File: src/rtl/alu_arb_pkg.sv
// Shared types and constants for the ALU arbiter: FSM states, operation record, ALU opcodes
// and the modular index helper used by the requester picker.
package alu_arb_pkg;

  typedef enum logic [1:0] {IDLE, EXEC, RESP} arb_state_e;

  typedef struct packed {
    logic [7:0] a;
    logic [7:0] b;
    logic       f;
  } alu_op_t;

  localparam int   NREQ_MAX = 8;
  localparam logic ALU_ADD  = 1'b0;
  localparam logic ALU_SUB  = 1'b1;

  function automatic int wrapAdd(input int base, input int offset, input int n);
    int sum;
    sum = base + offset;
    if (sum >= n) sum = sum - n;
    return sum;
  endfunction

endpackage

File: src/rtl/alu_arb_rr_picker.sv
// Combinational requester picker: one-hot grant plus index, searching upward from ptr_i.
// With ALU_ARB_FIXED_PRIO_EN defined the search always starts at 0 (lowest index wins).
module rr_picker
  import alu_arb_pkg::*;
#(
  parameter int NREQ = 2,
  parameter int PW   = 1
) (
  input  logic [NREQ-1:0] req_i,
  input  logic [PW-1:0]   ptr_i,
  output logic [NREQ-1:0] gnt_o,
  output logic [PW-1:0]   idx_o,
  output logic            any_o
);

  logic [PW-1:0] ptrEff;
  logic [PW-1:0] cand;
  logic          found;

`ifdef ALU_ARB_FIXED_PRIO_EN
  logic unusedPtr;
  assign unusedPtr = ^ptr_i;
  assign ptrEff    = '0;
`else
  assign ptrEff = ptr_i;
`endif

  // First active requester at or after ptrEff, wrapping at NREQ-1 back to 0.
  always_comb begin
    gnt_o = '0;
    idx_o = '0;
    cand  = '0;
    found = 1'b0;
    for (int off = 0; off < NREQ; off++) begin
      cand = PW'(wrapAdd(int'(ptrEff), off, NREQ));
      if (!found && req_i[cand]) begin
        found        = 1'b1;
        gnt_o[cand]  = 1'b1;
        idx_o        = cand;
      end
    end
    any_o = found;
  end

endmodule

File: src/rtl/alu_arbiter.sv
// Shares one add/sub ALU between NREQ requesters: grant, execute, then hold the result until the
// winner takes it. Define ALU_ARB_FIXED_PRIO_EN for fixed (lowest-index) priority instead of round robin.
module alu_arbiter
  import alu_arb_pkg::*;
#(
  parameter int NREQ  = 2,
  parameter int WIDTH = 8
) (
  input  logic                       clk,
  input  logic                       reset_n,
  input  logic [NREQ-1:0]            req_valid,
  output logic [NREQ-1:0]            req_ready,
  input  logic [NREQ-1:0][WIDTH-1:0] req_a,
  input  logic [NREQ-1:0][WIDTH-1:0] req_b,
  input  logic [NREQ-1:0]            req_f,
  output logic [NREQ-1:0]            rsp_valid,
  input  logic [NREQ-1:0]            rsp_ready,
  output logic [WIDTH-1:0]           rsp_y,
  output logic                       rsp_zero,
  output logic [WIDTH-1:0]           alu_a,
  output logic [WIDTH-1:0]           alu_b,
  output logic                       alu_f,
  input  logic [WIDTH-1:0]           alu_y,
  input  logic                       alu_zero
);

  localparam int PW = (NREQ > 1) ? $clog2(NREQ) : 1;

  if (NREQ < 2 || NREQ > NREQ_MAX) begin : g_nreq_check
    $error("alu_arbiter: NREQ must be in 2..NREQ_MAX");
  end

  arb_state_e      state_q;
  logic [PW-1:0]   ptr_q, ptr_d;
  logic [PW-1:0]   gnt_q;
  logic [WIDTH-1:0] a_q, b_q, y_q;
  logic            f_q, zero_q;
  logic [NREQ-1:0] rsp_valid_q;

  logic [NREQ-1:0] pickGnt;
  logic [PW-1:0]   pickIdx;
  logic            pickAny;

  rr_picker #(
    .NREQ (NREQ),
    .PW   (PW)
  ) u_picker (
    .req_i (req_valid),
    .ptr_i (ptr_q),
    .gnt_o (pickGnt),
    .idx_o (pickIdx),
    .any_o (pickAny)
  );

`ifdef ALU_ARB_FIXED_PRIO_EN
  assign ptr_d = '0;
`else
  assign ptr_d = (gnt_q == PW'(NREQ - 1)) ? '0 : gnt_q + PW'(1);
`endif

  // Gated by reset_n so the acceptance strobe is silent while reset is held.
  assign req_ready = (state_q == IDLE && reset_n) ? pickGnt : '0;
  assign rsp_valid = rsp_valid_q;
  assign rsp_y     = y_q;
  assign rsp_zero  = zero_q;
  assign alu_a     = a_q;
  assign alu_b     = b_q;
  assign alu_f     = f_q;

  always_ff @(posedge clk or negedge reset_n) begin
    if (!reset_n) begin
      state_q     <= IDLE;
      ptr_q       <= '0;
      gnt_q       <= '0;
      a_q         <= '0;
      b_q         <= '0;
      f_q         <= ALU_ADD;
      y_q         <= '0;
      zero_q      <= 1'b0;
      rsp_valid_q <= '0;
    end else begin
      case (state_q)
        IDLE: begin
          if (pickAny) begin
            a_q     <= req_a[pickIdx];
            b_q     <= req_b[pickIdx];
            f_q     <= req_f[pickIdx] ? ALU_SUB : ALU_ADD;
            gnt_q   <= pickIdx;
            state_q <= EXEC;
          end
        end
        EXEC: begin
          y_q         <= alu_y;
          zero_q      <= alu_zero;
          rsp_valid_q <= {{(NREQ-1){1'b0}}, 1'b1} << gnt_q;
          state_q     <= RESP;
        end
        RESP: begin
          // Only the granted requester can retire the result.
          if (rsp_ready[gnt_q]) begin
            rsp_valid_q <= '0;
            ptr_q       <= ptr_d;
            state_q     <= IDLE;
          end
        end
        default: state_q <= IDLE;
      endcase
    end
  end

endmodule

File: config.mk
export PLATFORM = sky130hd
export DESIGN_NAME = alu_arbiter
export DESIGN_NICKNAME = d
export VERILOG_FILES = /design/src/rtl/alu_arb_pkg.sv /design/src/rtl/alu_arb_rr_picker.sv /design/src/rtl/alu_arbiter.sv
export SDC_FILE = /design/constraint.sdc
export NUM_CORES = 1
export LEC_CHECK = 0
export CAP_MARGIN = 20
export CORE_UTILIZATION = 40
export CTS_CLUSTER_DIAMETER = 200
export DETAILED_ROUTE_END_ITERATION = 12
export PLACE_DENSITY_LB_ADDON = 0.12
export SYNTH_ARGS = -nofsm -noshare
export SYNTH_HDL_FRONTEND = slang
export SYNTH_SLANG_ARGS = --single-unit
File: constraint.sdc
create_clock -name clk -period 1.8 [get_ports clk]
set_clock_uncertainty 0.15 [all_clocks]
set_input_delay 0.36 -clock clk [delete_from_list [all_inputs] [get_ports clk]]
set_output_delay 0.36 -clock clk [all_outputs]
set_load 0.02 [all_outputs]
==> run summary, run 1 <==
The flow ran to the end, and the final reports show no timing, DRC or antenna violations. Data arrives at the worst endpoint at 1250 ps. The area growth from synthesis to layout is 63.0%. The count of buffer and inverter cells on the critical path is 1. The post-synthesis sequential element count came out at 32.

The clock drives 32 sinks. In this run the worst setup path terminates at alu_f. Summed over all layers, the global routing overflow is 0. The top cell types in the final layout, fill and taps aside, are sky130_fd_sc_hd__clkdlybuf4s50_1, sky130_fd_sc_hd__dfrtp_1, sky130_fd_sc_hd__nand2_1, sky130_fd_sc_hd__a21oi_1, sky130_fd_sc_hd__o21ai_0. The clock-pin slew on the worst setup and hold paths came out at 70 ps. The setup violation total in the final timing report came out at 0. The tightest min-delay check is of the in2async type. Dividing the detail-routed wire length by the instance count gives 13.5 um.

The clock period minus worst slack came out at 1760 ps. The final-report hold violation count is 0. The final wirelength came out at 4150 um. The count of hold buffers inserted by post-cts repair is 0. After floorplanning, the core was divided into 22 placement rows.

The layout has 337 filler cells. The final estimated routing congestion in global placement is 0.811. The number of cells produced by synthesis came out at 173. Across all register-to-register paths, the minimum setup slack is 220 ps.

The starting density of the core is 0.425. The half-perimeter wire length after detailed placement is 2960 um. In this run the cell area of the synthesized design comes to 1580 sq um. The clock root buffer is sky130_fd_sc_hd__clkbuf_8. In the routed layout, each cell is associated on average with a via count of 5.15. The H-tree depth reported by CTS is 2. The die is 64.8 um tall. Timing would allow up to 570 MHz. The violation count after the first detailed-routing iteration is 59.

The leakage power is 1.08 nW. At the pin with the least slew margin, the transition time is 433 ps. The mean instance size in the synthesized netlist came out at 9.13 sq um.

Max-cap violations in this run came to 0. Traced cell by cell, the critical path runs through clkdlybuf4s50_1. In this run the post-CTS setup repair buffer count came out at 0. The slowest stage of the critical path belongs to the cell sky130_fd_sc_hd__clkdlybuf4s50_1. The footprint of the multi-input gates is 697 sq um. Port buffering added 78 buffers. The library cell used most frequently in the layout, excluding fill and tap cells, is sky130_fd_sc_hd__clkdlybuf4s50_1.

The maximum cell stage delay along the critical path came out at 620 ps. The number of vias after detailed routing is 1587. The number of antenna violations at the first check in global routing came to 0.

The cell depth of the worst flop-to-flop path is 4. The full die area came out at 4200 sq um. STA classifies the critical path endpoint as an output pin. The total power came out at 0.00421 W. In this run the critical register-to-register path is launched from state_q[1]. The post-synth net total is 222. The pre-antenna-repair detailed-routing pass consisted of 4 iterations. The sequential share of the synthesized area came out at 0.507.

The first global-routing pass estimated 6780 um of wire. Measured on the finished design, the core utilization comes to 0.693. The maximum net fanout on the critical path came out at 2. The number of global-route vias before repair came out at 1552. In the final layout, the share of cells above drive strength 1 is 0.150. Setup repair after global routing could not meet its margin everywhere. The number of diodes came out at 0. In the global route stage, overall resource usage came out at 0.210.

Grouping stages by cell kind, the critical path spends the most delay in buffers and inverters. For the final routed database, the setup TNS stands at 0 ps. The final antenna-violating net count came out at 0.

The I/O pin count came out at 79. In this run, distinct cell masters in the synthesized netlist total 22. The largest net degree at the start of global routing is 33. Power spread over the standard cell area amounts to 1630 nW/um^2. The worst setup path is launched from a flip-flop. By startpoint and endpoint, the worst setup path is classified as reg2out. The die boundary width is 64.8 um.

The number of pins exceeding their max-slew limit in the final report is 0. The highest ir drop seen on vdd came out at 0.884 mV. The count of yosys warnings during synthesis came out at 0. The endpoint of the lowest-slack register-to-register path is alu_a[4]. The required arrival time at the worst endpoint is 1290 ps.

The most critical setup path has its startpoint at alu_f. The area taken by flip-flops and latches is 801 sq um. The count of nets after finishing came out at 308. In this run the number of cells on the critical path is 1. The headroom to the max-slew limit is 0.711. The latest clock arrival within the worst-skew pair is 280 ps.

The CTS tree is done. The total clock buffers created by CTS came out at 5. The portion of the clock cycle consumed by the worst path in the final layout is 0.975.

The count of unresolved DRC violations after routing is 0. The clock passes through at most 2 buffers. The region available for standard cell placement spans 3720 sq um.
## flip-flops by register name (all words and copies together) (netlist names)
signal	flops
alu_a	8
alu_b	8
rsp_y	8
rsp_valid	2
state_q	2
alu_f	1
gnt_q	1
ptr_q	1
rsp_zero	1
## layer usage
| metal | vias to the layer above | routed length, um | GRT usage |
|---|---|---|---|
| met3 | 4 | 302 | 0.0634 |
| met5 | - | 0 | 0 |
| met2 | 53 | 2060 | 0.378 |
| met1 | 748 | 1760 | 0.237 |
| li1 | 782 | - | - |
| met4 | 0 | 28 | 0.0583 |
## worst min path at each step
stage / startpoint / end / slack (ps) / cells after the start
final: reset_n / rsp_y[0] / 150 / 2
after global placement: rsp_y[4] / rsp_y[4] / 310 / 2
after detailed placement: rsp_y[0] / rsp_y[0] / 310 / 2
after global routing: reset_n / rsp_y[0] / 170 / 2
after CTS: reset_n / rsp_y[0] / 160 / 2
after floorplan: reset_n / alu_a[0] / -90 / 0
## cell families (layout without fill, tap and decap cells)
kind of cell | after synthesis | in the layout | share of synthesized area
compound gates | 62 | 62 | 0.251
buf+inv | 18 | 105 | 0.0610
flops | 32 | 32 | 0.507
simple gates | 61 | 61 | 0.181
## per-stage QoR
step | hold slack, ps | std cells | setup slack (ps) | instance area, sq um
3_5_place_dp | 312 | 300 | -541 | 2460
4_1_cts | 163 | 308 | 9.65 | 2560
5_1_grt | 168 | 308 | -19.8 | 2570
3_3_place_gp | 308 | 300 | -521 | 2460
6_report | 149 | 308 | 44.6 | 2570
2_1_floorplan | -85.6 | 173 | 134 | 1590
## layout make-up
type / count / area share
repair buffers: 93 / 0.347
flip-flops and latches: 32 / 0.311
multi-input cells: 123 / 0.271
clock buffers: 6 / 0.0282
well taps: 48 / 0.0233
clock inverters: 2 / 0.0136
inverters: 4 / 0.00583
## synthesized netlist by cell type
cell type / count / area (sq um)
sky130_fd_sc_hd__buf_6: 3 / 33.8
sky130_fd_sc_hd__clkbuf_1: 5 / 18.8
sky130_fd_sc_hd__inv_1: 4 / 15.0
sky130_fd_sc_hd__o21ai_0: 19 / 95.1
sky130_fd_sc_hd__buf_2: 5 / 25.0
sky130_fd_sc_hd__a31oi_2: 9 / 113
sky130_fd_sc_hd__dfrtp_1: 32 / 801
sky130_fd_sc_hd__a21oi_1: 23 / 115
sky130_fd_sc_hd__nor2b_1: 3 / 18.8
sky130_fd_sc_hd__or2_1: 1 / 6.26
sky130_fd_sc_hd__nand2b_1: 2 / 12.5
sky130_fd_sc_hd__buf_1: 1 / 3.75
sky130_fd_sc_hd__nand3b_1: 2 / 15.0
sky130_fd_sc_hd__nor2b_2: 1 / 8.76
sky130_fd_sc_hd__nor2_1: 2 / 7.51
sky130_fd_sc_hd__nor3_1: 1 / 5.00
sky130_fd_sc_hd__a31oi_1: 8 / 50.1
sky130_fd_sc_hd__nand2_1: 30 / 113
sky130_fd_sc_hd__a211oi_1: 2 / 15.0
sky130_fd_sc_hd__nand3_1: 18 / 90.1
sky130_fd_sc_hd__a311oi_1: 1 / 8.76
sky130_fd_sc_hd__and2_4: 1 / 8.76
## what timing repair did
action                                  in CTS  in global routing
gates cloned                                 0                  0
pin swaps                                    0                  1
endpoints found under the setup margin       2                  4
gates resized for setup                     12                  5
## where the power goes
part | switching (W) | internal (W) | leakage, nW
Combinational | 0.00121 | 0.00106 | 0.649
Clock | 0.000255 | 0.000410 | 0.0552
Sequential | 0.000195 | 0.00108 | 0.374
Note: power is estimated with default switching activity, not from simulation.
==> run 2: changes to the inputs <==
SETUP_SLACK_MARGIN = 0.4   (was default)
==> run summary, run 2 (synthesis results as in run 1) <==
The required arrival time at the worst endpoint is 1290 ps (about the same). The worst min-delay path category is in2async (unchanged). The transition time at the pin with the least slew margin is 410 ps (was 433 ps). The count of nets after finishing is 322 (was 308). The CTS tree is done (unchanged). The launching element type of the critical path is a flip-flop (unchanged).

The startpoint-to-endpoint class of the critical path is reg2out (unchanged). The number of pins exceeding their max-slew limit in the final report came out at 0 (unchanged). The final-report hold violation count was 9 (was 0).

The die boundary width came out at 64.8 um (unchanged). The largest net degree at the start of global routing came out at 33 (unchanged). The area of the core region is 3720 sq um (unchanged). The final estimated routing congestion in global placement was 0.746 (was 0.811). The area growth from synthesis to layout is 72.7% (was 63.0%). The count of buffers from port buffering came out at 78 (unchanged). Unrepaired setup endpoints after global routing: yes (unchanged). The number of global-route vias before repair was 1573 (was 1552). The number of fill cells came to 292 (was 337).

The clock root buffer is sky130_fd_sc_hd__clkbuf_8 (unchanged). The setup violation total in the final timing report is 0 (unchanged). The violation count after the first detailed-routing iteration was 84 (was 59). The I/O pin count is 79 (unchanged).

The endpoint type of the worst setup path was an output pin (unchanged). The wire length of the first global-routing pass came out at 7710 um (was 6780 um). The total cell area at the placement stage came out at 2490 sq um (was 2460 sq um). The residual overflow from global routing came to 0 (unchanged). The power density over cell area came out at 1670 nW/um^2 (was 1630 nW/um^2). The number of vias after detailed routing was 1655 (was 1587). The number of max-capacitance violations reported came to 0 (unchanged). The detailed-route wire length per cell came to 14.7 um (was 13.5 um). The global-route usage over all layers came out at 0.246 (was 0.210). Most frequent cells in the layout: sky130_fd_sc_hd__clkdlybuf4s50_1, sky130_fd_sc_hd__dfrtp_1, sky130_fd_sc_hd__nand2_1, sky130_fd_sc_hd__buf_2, sky130_fd_sc_hd__o21ai_0 (was sky130_fd_sc_hd__clkdlybuf4s50_1, sky130_fd_sc_hd__dfrtp_1, sky130_fd_sc_hd__nand2_1, sky130_fd_sc_hd__a21oi_1, sky130_fd_sc_hd__o21ai_0). The starting density of the core is 0.425 (unchanged). The headroom to the max-slew limit is 0.727 (was 0.711). The clock period minus worst slack came out at 1790 ps (was 1760 ps). The highest ir drop seen on vdd came out at 0.904 mV (was 0.884 mV). The most frequent standard cell in the layout excluding fill and tap cells was sky130_fd_sc_hd__clkdlybuf4s50_1 (unchanged). The number of cells after detailed placement is 300 (unchanged). The leakage power was 1.18 nW (was 1.08 nW).

The final antenna-violating net count was 0 (unchanged). The latest clock arrival within the worst-skew pair came out at 290 ps (was 280 ps). The count of non-filler cells in the finished layout is 322 (was 308).

The average vias per placed instance came out at 5.14 (was 5.15). The count of hold buffers inserted by post-cts repair is 0 (unchanged). The clock-pin slew on the worst setup and hold paths was 70 ps (about the same). The height of the die is 64.8 um (unchanged).

The final wirelength is 4740 um (was 4150 um). The achievable frequency is 560 MHz (was 570 MHz). The worst hold margin is -6.30 ps (was 149 ps). The H-tree depth reported by CTS is 2 (unchanged). The iteration count of the initial detailed-routing pass is 4 (unchanged).

The number of buffers between clock root and the deepest sink is 2 (unchanged). The portion of the clock cycle consumed by the worst path in the final layout is 0.992 (was 0.975). The total clock buffers created by CTS is 5 (unchanged). The ratio of cells with drive above 1 in the final layout was 0.350 (was 0.150). The full die area is 4200 sq um (unchanged). The number of antenna violations at the first check in global routing came to 0 (unchanged). The count of unresolved DRC violations after routing was 0 (unchanged). The number of clock sinks was 32 (unchanged). The post-route standard cell area excluding fillers is 2730 sq um (was 2570 sq um). The placement row count is 22 (unchanged). The number of diodes came out at 0 (unchanged). Result of the run: finished with violations (was finished, final reports clean). The critical path arrival came out at 1280 ps (was 1250 ps). The half-perimeter wire length after detailed placement is 3010 um (was 2960 um). The maximum net fanout on the critical path came out at 2 (unchanged). The final reports fail on negative hold slack.
## run 2: changes by cell type in the layout (fill, tap and decap cells not counted), sizes merged
cell,delta
clkdlybuf4s50,-26
clkbuf,+1
dlygate4sd2,-1
and2,+3
buf,+39
dlymetal6s2s,-3
clkdlybuf4s15,+1
## run 2: final cells by class
class	instances	area, sq um	share of cell area
clock buffer	6	72.6	0.0266
clock inverter	2	35.0	0.0128
inverter	4	15.0	0.00551
multi-input combinational	126	813	0.298
sequential	32	802	0.294
tap	48	60.1	0.0220
timing repair buffer	104	928	0.341
## run 2: power by group
| part | internal (W) | switching, W |
|---|---|---|
| registers | 0.00108 | 0.000229 |
| clock network | 0.000410 | 0.000269 |
| logic | 0.00118 | 0.00138 |
## run 2: path summary, 6_finish.rpt
kind                             from      endpoint  slack, ps  cells after the start
max in group asynchronous     reset_n         ptr_q       1200                      2
min in group clk             rsp_y[7]      rsp_y[7]        320                      2
hold / removal                reset_n  rsp_valid[1]         -6                      2
setup reg to reg           state_q[0]      alu_b[0]        280                      6
hold reg to reg              rsp_y[7]      rsp_y[7]        320                      2
setup / recovery           state_q[0]  req_ready[0]         10                      4
## run 2: metal layers
metal / wire, um / up-vias / global-route usage
met5: 0 / - / 0
met1: 1880 / 769 / 0.289
met4: 99 / 0 / 0.100
met3: 291 / 7 / 0.0775
met2: 2470 / 65 / 0.413
li1: - / 814 / -
## run 2: repair_timing
| action | 4_1_cts | 5_1_grt |
|---|---|---|
| resized for setup | 153 | 11 |
| endpoints found under the setup margin | 51 | 24 |
| gates cloned | 4 | 1 |
| pin swaps | 6 | 1 |
| setup buffers | 2 | 7 |
## run 2: critical path, cell delays in order (launching register included)
cell	delay, ps
sky130_fd_sc_hd__dfrtp_1	410
sky130_fd_sc_hd__nor2_4	170
sky130_fd_sc_hd__nand2_4	90
sky130_fd_sc_hd__a211oi_4	170
sky130_fd_sc_hd__buf_6	150
## run 2: through the flow
stage	util	TNS [ps]	power, W	setup slack [ps]	hold slack [ps]
floorplan	-	0	0.00263	202	-85.6
global placement	0.670	-6150	0.00358	-499	307
detailed placement	0.670	-6200	0.00362	-520	315
CTS	0.703	0	0.00435	43.7	15.5
global route	0.734	-6.53	0.00485	-6.53	34.4
finish	0.734	0	0.00455	14.8	-6.30
==> run 3: changes to the inputs <==
CAP_MARGIN = default   (was 20)
==> results of run 3 <==
Same layout as run 2: the final DEF is identical, and so are final timing and power.
==> variant 1, RTL diff (settings of run 3) <==
The option `ALU_ARB_FIXED_PRIO_EN` is turned on by a define.
--- a/src/rtl/alu_arb_rr_picker.sv
+++ b/src/rtl/alu_arb_rr_picker.sv
@@ -1,5 +1,7 @@
 // Combinational requester picker: one-hot grant plus index, searching upward from ptr_i.
 // With ALU_ARB_FIXED_PRIO_EN defined the search always starts at 0 (lowest index wins).
+`define ALU_ARB_FIXED_PRIO_EN
+
 module rr_picker
   import alu_arb_pkg::*;
 #(
Behaviour: not the same (Yosys sat finds a counterexample within 4 cycles, from zero or initial values and one cycle with reset_n low).
==> variant 1 against run 3 <==
Core utilization fell by 3.5 points. Sequential cell count fell by 1. Non-clock buffer count fell by 4. Cell count fell by 23%. Register-to-register slack got worse by 0.02 ns. Area after synthesis fell by 4.0%. Wire length fell by 24%. Hold slack improved by 0.090 ns. Critical path depth did not move. Total power fell by 12%. Worst setup slack improved by 0.14 ns. Cell area fell by 6.2%. Critical path type unchanged. Largest cell class unchanged.
==> variant 1: results (changes against run 3) <==
| Result | Reported | Unit | Change |
|:---|:---|:---|:---|
| Top cells by instance count after synthesis | sky130_fd_sc_hd__dfrtp_1 (31), sky130_fd_sc_hd__mux2_2 (25), sky130_fd_sc_hd__mux2_4 (18), sky130_fd_sc_hd__a21oi_1 (5) | - |  |
| Post-Synthesis Net Count | 149 | - | -33% |
| Transition time at the pin with the least slew margin | 0.258 | ns | -0.153 ns |
| Diode insertion count for antenna repair | 0 | - | unchanged |
| Total placed instance area | 2370 | um2 | -4.7% |
| Top post-synthesis cells by area | sky130_fd_sc_hd__dfrtp_1 (51%), sky130_fd_sc_hd__mux2_2 (19%), sky130_fd_sc_hd__mux2_4 (18%) | - |  |
| Largest fanout on the critical path | 3 | - | +1 |
| All-Layer GR Usage | 18.1 | % | -6.6 points |
| Post-Place Cells | 230 | - | -23% |
| Average wire per cell in the routed design | 14.5 | um | -1.3% |
| Post-detailed-placement half-perimeter wirelength | 2400 | um | -20% |
| Post-placement setup slack | -0.418 | ns | +0.102 ns |
| VDD IR-drop max | 785 | uV | -13% |
| Post-synthesis instance total | 100 | - | -42% |
| Maximum number of pins on one net before global-route repair | 21 | - | -36% |
| Share of post-route cells with drive strength above 1 | 54.2 | % | +19 points |
| Final Routed Wirelength | 3620 | um | -24% |
| Vias per std cell | 4.77 | - | -7.2% |
| Postcts setup bufs | 2 | - | unchanged |
| Placer congestion estimate | 0.678 | - | -9.1% |
| Number of antenna violations at the first check in global routing | 0 | - | unchanged |
| Number of global-route vias before repair | 1233 | - | -22% |
| Net total in the final layout | 251 | - | -22% |
| Logic depth of the worst register-to-register path | 5 | - | -1 |
| Result of the run | completed | - |  |
| DR iter-0 viols | 32 | - | -62% |
| Netlist cell types | 19 | - | -14% |
| First-pass GRT wire length | 5640 | um | -27% |
| Post-synthesis sequential area ratio | 51.2 | % | +0.44 points |
| Post-CTS Resized | 147 | - | -3.9% |
==> variant 1: final timing paths <==
check	startpoint	endpoint	slack, ns
max	state_q[1]	req_ready[1]	0.15
max in group asynchronous	reset_n	rsp_y[3]	1.16
min in group clk	req_valid[0]	gnt_q	0.34
min reg2reg	rsp_y[3]	rsp_y[3]	0.35
max reg2reg	state_q[1]	alu_b[4]	0.26
min	reset_n	alu_a[2]	0.08
==> variant 1: layer usage <==
layer  track usage, %  up-vias  wire length (um)
li1                 -      561                 -
met5                0        -                 0
met3             5.80        6               238
met1             21.1      574              1400
met4             5.11        0                52
met2             31.4       47              1930
==> variant 1: kinds of logic (layout without fill, tap and decap cells) <==
logic type | count (synthesis) | after routing | share of synthesized area, %
AO/OA/AOI/OAI | 11 | 11 | 4.87
buffers and inverters | 6 | 107 | 3.88
flip-flops | 31 | 31 | 51.2
multiplexers | 43 | 43 | 36.4
AND/OR/NAND/NOR | 9 | 9 | 3.71
==> variant 1: worst max-delay path, cell delays in order (launching register included) <==
cell,delay [ns]
sky130_fd_sc_hd__dfrtp_1,0.42
sky130_fd_sc_hd__nor2_4,0.14
sky130_fd_sc_hd__nand2_1,0.06
sky130_fd_sc_hd__nor2_1,0.09
sky130_fd_sc_hd__buf_4,0.16
==> variant 1: final cells by class <==
class,instances,area (um2)
Clock buffer,6,72.6
Sequential cell,31,776
Tap cell,48,60.1
Inverter,1,3.75
Fill cell,280,1100
Timing Repair Buffer,100,892
Multi-Input combinational cell,63,752
==> variant 1: power breakdown <==
| part | total (W) | internal (W) | switching (W) |
|---|---|---|---|
| logic | 0.00228 | 0.00124 | 0.00104 |
| registers | 0.00126 | 0.00106 | 0.000203 |
| clock network | 0.000482 | 0.000257 | 0.000225 |
| total | 0.00403 | 0.00256 | 0.00147 |
==> variant 2, RTL diff (flow settings as in run 3) <==
Without the edit above. The 3 states of `arb_state_e` get a one-hot encoding in 3 bits.
--- a/src/rtl/alu_arb_pkg.sv
+++ b/src/rtl/alu_arb_pkg.sv
@@ -2,7 +2,7 @@
 // and the modular index helper used by the requester picker.
 package alu_arb_pkg;
 
-  typedef enum logic [1:0] {IDLE, EXEC, RESP} arb_state_e;
+  typedef enum logic [2:0] {IDLE = 3'b001, EXEC = 3'b010, RESP = 3'b100} arb_state_e;
 
   typedef struct packed {
     logic [7:0] a;
Function: same outputs for any inputs over 10 cycles, from zero or initial values and one cycle with reset_n low; not proved beyond that.
==> variant 2 against run 3 <==
The flow finishes with violations (negative setup slack). Area after synthesis down 3.6%. Total power up 16%. Cell area increased by 2.7%. Clock power rose by 8.4%. Sequential power increased by 3%. Sequential cell count up 1. Combinational power grew 25%. Cell count is 17% lower. Wire length up 5.4%. Worst setup slack got worse by 0.13 ns. Critical path depth did not move. Largest cell class unchanged. Largest power group unchanged. Highest routed layer unchanged.
==> variant 2: results (changes against run 3) <==
| Result | Reported | Unit | Change |
|:---|:---|:---|:---|
| Post-placement setup slack | -0.532 | ns | -0.0119 ns |
| Data arrival time of the critical path | 1.41 | ns | +0.13 ns |
| Post-synthesis sequential area ratio | 54.4 | % | +3.6 points |
| Share of post-route cells with drive strength above 1 | 49.3 | % | +14 points |
| Final count of negative-setup-slack endpoints | 12 | - | +12 |
| Clock root buffer master | sky130_fd_sc_hd__clkbuf_8 | - |  |
| Transition time at the pin with the least slew margin | 0.421 | ns | +0.0105 ns |
| Ys async rst share | 100 | % | unchanged |
| Class of the most critical hold timing path | in2async | - |  |
| Net total in the final layout | 267 | - | -17% |
| Vias per std cell | 5.55 | - | +7.9% |
| Netlist cell types | 30 | - | +36% |
| Result of the run | finished, violations left | - |  |
| Number of antenna violations at the first check in global routing | 0 | - | unchanged |
| First-pass GRT wire length | 7780 | um | +0.99% |
| Post-detailed-placement half-perimeter wirelength | 2920 | um | -3.0% |
| P_leak | 1.18 | nW | -0.35% |
| Endpoint of the worst-slack reg-to-reg timing path | alu_b[7] | - |  |
| Worst Slack Setup Final | -0.119 | ns | -0.133 ns |
| TritonCTS Buffers | 5 | - | unchanged |
| Worst setup path endpoint | req_ready[1] | - |  |
| DR iter-0 viols | 44 | - | -48% |
| Final total negative setup slack | -0.514 | ns | -0.514 ns |
| Failing checks | negative setup slack | - |  |
| Maximum buffer depth of the clock tree | 2 | - | unchanged |
| Logic depth of the worst register-to-register path | 8 | - | +2 |
| Fill cells | 251 | - | -14% |
| Clock latency on the worst-skew pair | 0.29 | ns | about the same |
| Post-Synthesis Net Count | 163 | - | -27% |
| Count of warnings emitted by yosys | 0 | - | unchanged |
| Max-slew violations | 0 | - | unchanged |
| Largest fanout on the critical path | 2 | - | unchanged |
| Top post-synthesis cells by area | sky130_fd_sc_hd__dfrtp_1 (53%), sky130_fd_sc_hd__o32ai_1 (9.8%), sky130_fd_sc_hd__a2bb2oi_2 (7.9%) | - |  |
| VDD IR-drop max | 1000 | uV | +11% |
| Total iterations of the first detailed-routing run | 4 | - | unchanged |
| Diode insertion count for antenna repair | 0 | - | unchanged |
| H-tree Lvls | 2 | - | unchanged |
| Top cells by instance count after synthesis | sky130_fd_sc_hd__dfrtp_1 (32), sky130_fd_sc_hd__o32ai_1 (17), sky130_fd_sc_hd__a2bb2oi_1 (9), sky130_fd_sc_hd__a2bb2oi_2 (8) | - |  |
| FF-to-FF setup slack | -0.06 | ns | -0.34 ns |
| Placer congestion estimate | 0.688 | - | -7.8% |
| Clock transition time at the flip-flop clock pins of the worst setup and hold paths | 0.07 | ns | about the same |
| Maximum number of pins on one net before global-route repair | 34 | - | +3.0% |
| Number of global-route vias before repair | 1574 | - | +0.064% |
| Average wire per cell in the routed design | 18.7 | um | +27% |
| Number of buffer cells added on primary ports | 78 | - | unchanged |
| CP Launch Point | state_q[0] | - |  |
| All-Layer GR Usage | 25.6 | % | +1.0 points |
variant 2: kinds of logic (layout without fill, tap and decap cells):
family	count (synthesis)	in the layout	synth area share, %
compound gates	46	46	28.8
buf+inv	12	117	4.36
flops	33	33	54.4
mux	10	10	7.32
simple gates	13	13	5.18
variant 2: layer usage:
| layer | global-route usage (%) | vias to the layer above | share of wire [%] |
|---|---|---|---|
| met5 | 0 | - | 0 |
| met4 | 9.38 | 0 | 1.5 |
| met3 | 6.70 | 9 | 5.5 |
| met2 | 45.2 | 63 | 52 |
| met1 | 29.5 | 747 | 40 |
| li1 | - | 662 | - |
variant 2: worst max-delay path: stages (launching register included):
cell and delay [ns]:
sky130_fd_sc_hd__dfstp_2 0.53, sky130_fd_sc_hd__nor3b_4 0.24, sky130_fd_sc_hd__nand2_4 0.09, sky130_fd_sc_hd__nor3_4 0.13, sky130_fd_sc_hd__buf_6 0.14
variant 2: area by class of cell:
cell class / instances / share of cell area [%]
Clock inverter: 2 / 1.34
Timing Repair Buffer: 107 / 35.2
Sequential cell: 33 / 29.5
Clock buffer: 6 / 2.95
Inverter: 2 / 0.268
Multi-Input combinational cell: 69 / 28.6
Tap cell: 48 / 2.14
variant 2: timing repair:
action,in CTS,in global routing
pin swaps,2,3
endpoints found under the setup margin,63,35
gates resized for setup,154,18
gates cloned,3,0
hold buffers,0,0
setup buffers,7,5
variant 2: how the worst min path moves through the flow:
| stage | start | end | slack [ns] | cells past startpoint |
|---|---|---|---|---|
| after floorplan | reset_n | alu_a[0] | -0.09 | 0 |
| after global placement | rsp_y[0] | rsp_y[0] | 0.32 | 1 |
| after detailed placement | rsp_y[4] | rsp_y[4] | 0.32 | 1 |
| after CTS | reset_n | rsp_y[4] | 0.03 | 2 |
| after global routing | reset_n | rsp_valid[0] | 0.06 | 2 |
| final | reset_n | alu_b[7] | 0.03 | 2 |
variant 2: metrics by stage:
step | instance area [um2] | utilization (%) | instances
floorplan | 1560 | - | 114
global placement | 2440 | 66.7 | 244
detailed placement | 2440 | 66.7 | 244
CTS | 2700 | 73.9 | 262
global route | 2800 | 76.5 | 267
finish | 2800 | 76.5 | 267
variant 2: where the power goes:
part,switching (W),internal [W]
sequential,0.000243,0.00111
combinational,0.00141,0.00179
clock,0.000286,0.000450
total,0.00194,0.00335
